[src/rtl/color_pkg.sv]
// Shared colour-mixer definitions: default PWM geometry, channel indices
// and the duty-array type used by the colour-control logic.
package color_pkg;

  localparam int DEF_WIDTH    = 8;
  localparam int DEF_PRESCALE = 3;

  localparam int NUM_CH = 3;
  localparam int CH_R   = 0;
  localparam int CH_G   = 1;
  localparam int CH_B   = 2;

  typedef logic [NUM_CH-1:0][DEF_WIDTH-1:0] duty_arr_t;

endpackage

[src/rtl/pwm_channel.sv]
// One PWM channel: double-buffered duty (pending + active) and the
// registered phase compare that drives the LED pin.
module pwm_channel
  import color_pkg::*;
#(
  parameter int WIDTH = DEF_WIDTH
) (
  input  logic             clk_in,
  input  logic             rst,
  input  logic [WIDTH-1:0] phase,
  input  logic             wrap,
  input  logic             load,
  input  logic             pending,
  input  logic [WIDTH-1:0] duty,
  output logic             pwm
);

  logic [WIDTH-1:0] pend_duty;
  logic [WIDTH-1:0] act_duty;

  always_ff @(posedge clk_in or posedge rst) begin
    if (rst) begin
      pend_duty <= '0;
      act_duty  <= '0;
      pwm       <= 1'b0;
    end else begin
      if (load && !wrap) begin
        pend_duty <= duty;
      end
      // A load landing exactly on the boundary bypasses the pending stage.
      if (wrap) begin
        if (load) begin
          act_duty <= duty;
        end else if (pending) begin
          act_duty <= pend_duty;
        end
      end
      pwm <= (phase < act_duty);
    end
  end

endmodule

[src/rtl/rgb_pwm_mixer.sv]
// Three-channel RGB PWM generator: prescaled shared phase counter, pending
// flag, and three double-buffered compare channels.
module rgb_pwm_mixer
  import color_pkg::*;
#(
  parameter int WIDTH    = DEF_WIDTH,
  parameter int PRESCALE = DEF_PRESCALE
) (
  input  logic             clk_in,
  input  logic             rst,
  input  logic [WIDTH-1:0] duty_r,
  input  logic [WIDTH-1:0] duty_g,
  input  logic [WIDTH-1:0] duty_b,
  input  logic             load,
  output logic             pending,
  output logic             pwm_r,
  output logic             pwm_g,
  output logic             pwm_b,
  output logic             period_start
);

  localparam int PRE_W = (PRESCALE > 1) ? $clog2(PRESCALE) : 1;
  localparam logic [PRE_W-1:0] PRE_MAX = PRE_W'(PRESCALE - 1);

  logic [PRE_W-1:0]  pre;
  logic [WIDTH-1:0]  phase;
  logic              tick;
  logic              wrap;
  logic              pend_flag;
  logic [WIDTH-1:0]  duty_in [NUM_CH];
  logic [NUM_CH-1:0] pwm_vec;

  assign tick = (pre == PRE_MAX);
  assign wrap = tick && (phase == '1);

  always_ff @(posedge clk_in or posedge rst) begin
    if (rst) begin
      pre          <= '0;
      phase        <= '0;
      pend_flag    <= 1'b0;
      period_start <= 1'b0;
    end else begin
      pre          <= tick ? '0 : pre + PRE_W'(1);
      period_start <= wrap;
      if (tick) begin
        phase <= phase + WIDTH'(1);
      end
      // The boundary always consumes the pending set, even if load coincides.
      if (wrap) begin
        pend_flag <= 1'b0;
      end else if (load) begin
        pend_flag <= 1'b1;
      end
    end
  end

  assign duty_in[CH_R] = duty_r;
  assign duty_in[CH_G] = duty_g;
  assign duty_in[CH_B] = duty_b;

  generate
    for (genvar gi = 0; gi < NUM_CH; gi++) begin : g_ch
      pwm_channel #(.WIDTH(WIDTH)) u_ch (
        .clk_in  (clk_in),
        .rst     (rst),
        .phase   (phase),
        .wrap    (wrap),
        .load    (load),
        .pending (pend_flag),
        .duty    (duty_in[gi]),
        .pwm     (pwm_vec[gi])
      );
    end
  endgenerate

  assign pwm_r   = pwm_vec[CH_R];
  assign pwm_g   = pwm_vec[CH_G];
  assign pwm_b   = pwm_vec[CH_B];
  assign pending = pend_flag;

endmodule

[config.mk]
export PLATFORM = sky130hd
export DESIGN_NAME = rgb_pwm_mixer
export DESIGN_NICKNAME = d
export VERILOG_FILES = /design/src/rtl/color_pkg.sv /design/src/rtl/pwm_channel.sv /design/src/rtl/rgb_pwm_mixer.sv
export SDC_FILE = /design/constraint.sdc
export NUM_CORES = 1
export LEC_CHECK = 0
export CORE_MARGIN = 2
export CORE_UTILIZATION = 57
export DETAILED_ROUTE_END_ITERATION = 8
export GPL_TIMING_DRIVEN = 0
export MAX_ROUTING_LAYER = met4
export PLACE_DENSITY = 0.81
export REMOVE_ABC_BUFFERS = 1
export SLEW_MARGIN = 10
export SYNTH_ARGS = -nofsm -noshare
export SYNTH_HDL_FRONTEND = slang
export SYNTH_SLANG_ARGS = --single-unit
[constraint.sdc]
create_clock -name clk_in -period 2.2 [get_ports clk_in]
set_input_delay 0.33 -clock clk_in [delete_from_list [all_inputs] [get_ports clk_in]]
set_output_delay 0.33 -clock clk_in [all_outputs]
set_load 0.01 [all_outputs]
==> results.tsv <==
metric	value	unit
antenna_found_initial	0	
initial_core_util	0.591	
synth.yosys.seq_area_share	0.484	
r2r_cells	5	
ant_nets	0	
wl_per_cell	13.6	µm
cts_buffers	9	
total_power	2.46	mW
async_flop_share	1.00	
vias	2027	
drc	0	
cap_viol_max_count	0	
yosysWarnings	0	
fmax	480	MHz
crit_type	reg2reg	
final.period_utilization	0.947	
synth_commonest_cells	63 x dfrtp_1, 29 x nor2_1, 26 x a21oi_1	
synthAdderAreaFrac	0.0846	
post-place-cells	362	
slew_violations	0	
r2r_slack	120	ps
synthSimpleGateAreaFrac	0.0784	
timing_worst_slew_pin_value	799	ps
final_area	0.00372	mm²
tns	0	ps
r2r_start	phase[0]	
cp_data_arrival_time	2310	ps
hold_ws	490	ps
grt_pass1_wl	9200	µm
synth-edff-count	0	
synth_most_common_cell	dfrtp_1	
post_cts_buffers	0	
synth_compound_area_frac	0.0830	
synth_xor_xnor_area_share	0.0188	
synth_top_family_by_area	multiplexers	
cts_tree	done	
final_nets	350	
overflow	0	
grt_use_total	0.198	
rsz0062_at_grt	false	
ys_top_cells_by_area	dfrtp_1 48%, mux2_4 9.2%, ha_1 8.5%, mux2i_1 7.4%, a21oi_1 4.0%	
startpoint_type	flop	
layout-drive-gt1-share	0.160	
syn_avg_cell_area	12.1	µm²
relSlewSlack	0.468	
io_buffer_count	31	
powerDensity	661	mW/mm²
setup_viol_count_final	0	
clockRootBuffer	clkbuf_8	
area_delta_synth_final	14.3	%
slowest_delay	450	ps
postSynth.topFlopCell	dfrtp_1	
min_path_type	in2async	
skew	7.88	ps
end_kind	flop	
synth_area	0.00326	mm²
hpwl	3480	µm
grt_max_degree	64	
status	completed	
clkTransAtPathRegs	70	ps
wirelength	5150	µm
dr.first_iter.drc_count	81	
finalHoldViolations	0	
cellLeakagePower	1.85	nW
critPathMaxFanout	24	
synth_cells	268	
synth_top_cell_area_share	0.484	
r2r_end	g_ch[2].u_ch.pend_duty[5]	
clk_latency	340	ps
grt_pass1_vias	2002	
die-area	0.00633	mm²
place.gp.congestion	0.816	
hold_buffers	0	
clk_path_buf_depth	2	
muxShareOfSynthArea	0.180	
core-area	0.00551	mm²
peakVddDrop	343	µV
postPlaceCellArea	0.00354	mm²
pin_count	32	
chipHeight	79.6	µm
firstDrtPassIters	4	
numClockSinks	63	
htree_levels	3	
ys_types	30	
yosys.area.top_type	dfrtp_1	
die_w	79.6	µm
cp_slowest_cell	nand2b_4	
path_cells	ha_1 -> nand4b_4 -> nor3_4 -> nand2b_4 -> mux2_2	
min_period	2080	ps
rows	27	
ys_ff_latch	63	
viasPerCell	5.36	
n_antenna_cell	0	
required	2430	ps
finalNonFillerCells	378	
## placed cells by master (no fill, tap or decap), types with 2 or more instances in the layout
cell type and n:
a211oi_1 3, a21o_1 6, a21oi_1 26, a41oi_1 3, buf_6 2, clkbuf_8 11, clkdlybuf4s50_1 30, clkinv_2 4
dfrtp_1 62, ha_1 22, inv_1 21, mux2_2 4, mux2_4 20, mux2i_1 24, nand2_1 7, nand2b_1 3
nand4_1 2, nor2_1 29, nor2b_1 2, o211ai_1 3, o21ai_0 3, xnor2_1 5, xor2_1 2
## logic make-up after synthesis
kind of cell / after synthesis
fa+ha+maj: 22
simple gates: 50
buf+inv: 33
mux: 48
xor+xnor: 7
compound gates: 45
flops: 63
## routing by layer
metal | vias to the layer above | wire, µm | track usage
li1 | 988 | - | -
met2 | 29 | 2440 | 0.300
met5 | - | 0 | -
met1 | 999 | 2410 | 0.246
met4 | 0 | 118 | 0.0983
met3 | 11 | 182 | 0.0509
## per-stage QoR
stage                     setup WS (ps)   util
final                               118  0.676
after CTS                          84.0  0.675
after detailed placement           -187  0.643
after global routing               33.2  0.676
after global placement            -2950  0.637
after floorplan                   -1040      -
## sequential cells by signal (all words and copies together), names as in the netlist
signal,flops
g_ch.u_ch.act_duty,24
g_ch.u_ch.pend_duty,24
g_ch.u_ch.pwm,3
pending,1
period_start,1
phase,8
pre,2
## power breakdown
part	total (mW)	switching, mW	internal, mW
clock	0.893	0.430	0.463
combinational	0.293	0.124	0.169
sequential	1.27	0.0384	1.24
## worst max-delay path: cells and delay by family, from the launching register on
kind                       cells  cell delay (ps)
muxes                          1              390
adders and majority gates      1              270
and+or+nand+nor                3              850
DFF                            1              440
## final cells by class
cell class | instances | area [µm²]
fillers | 420 | 1790
flip-flops and latches | 63 | 1580
multi-input cells | 172 | 1460
repair buffers | 33 | 328
clock buffers | 12 | 155
well taps | 72 | 90.1
inverters | 22 | 85.1
clock inverters | 4 | 20.0
## worst max-delay path by stage
stage                     startpoint  slack, ps                        end
after floorplan             phase[1]      -1040   g_ch[0].u_ch.act_duty[0]
after global placement          load      -2950   g_ch[1].u_ch.act_duty[6]
after detailed placement    phase[1]       -190  g_ch[2].u_ch.pend_duty[5]
after CTS                   phase[1]         80  g_ch[2].u_ch.pend_duty[5]
after global routing        phase[0]         30  g_ch[2].u_ch.pend_duty[5]
final                       phase[0]        120  g_ch[2].u_ch.pend_duty[5]
## repair_timing
item | 4_1_cts | 5_1_grt
endpoints found under the hold margin | 0 | 0
endpoints found under the setup margin | 24 | 3
gates cloned | 0 | 0
resized for setup | 1 | 1
Note: power is estimated with default switching activity, not from simulation.
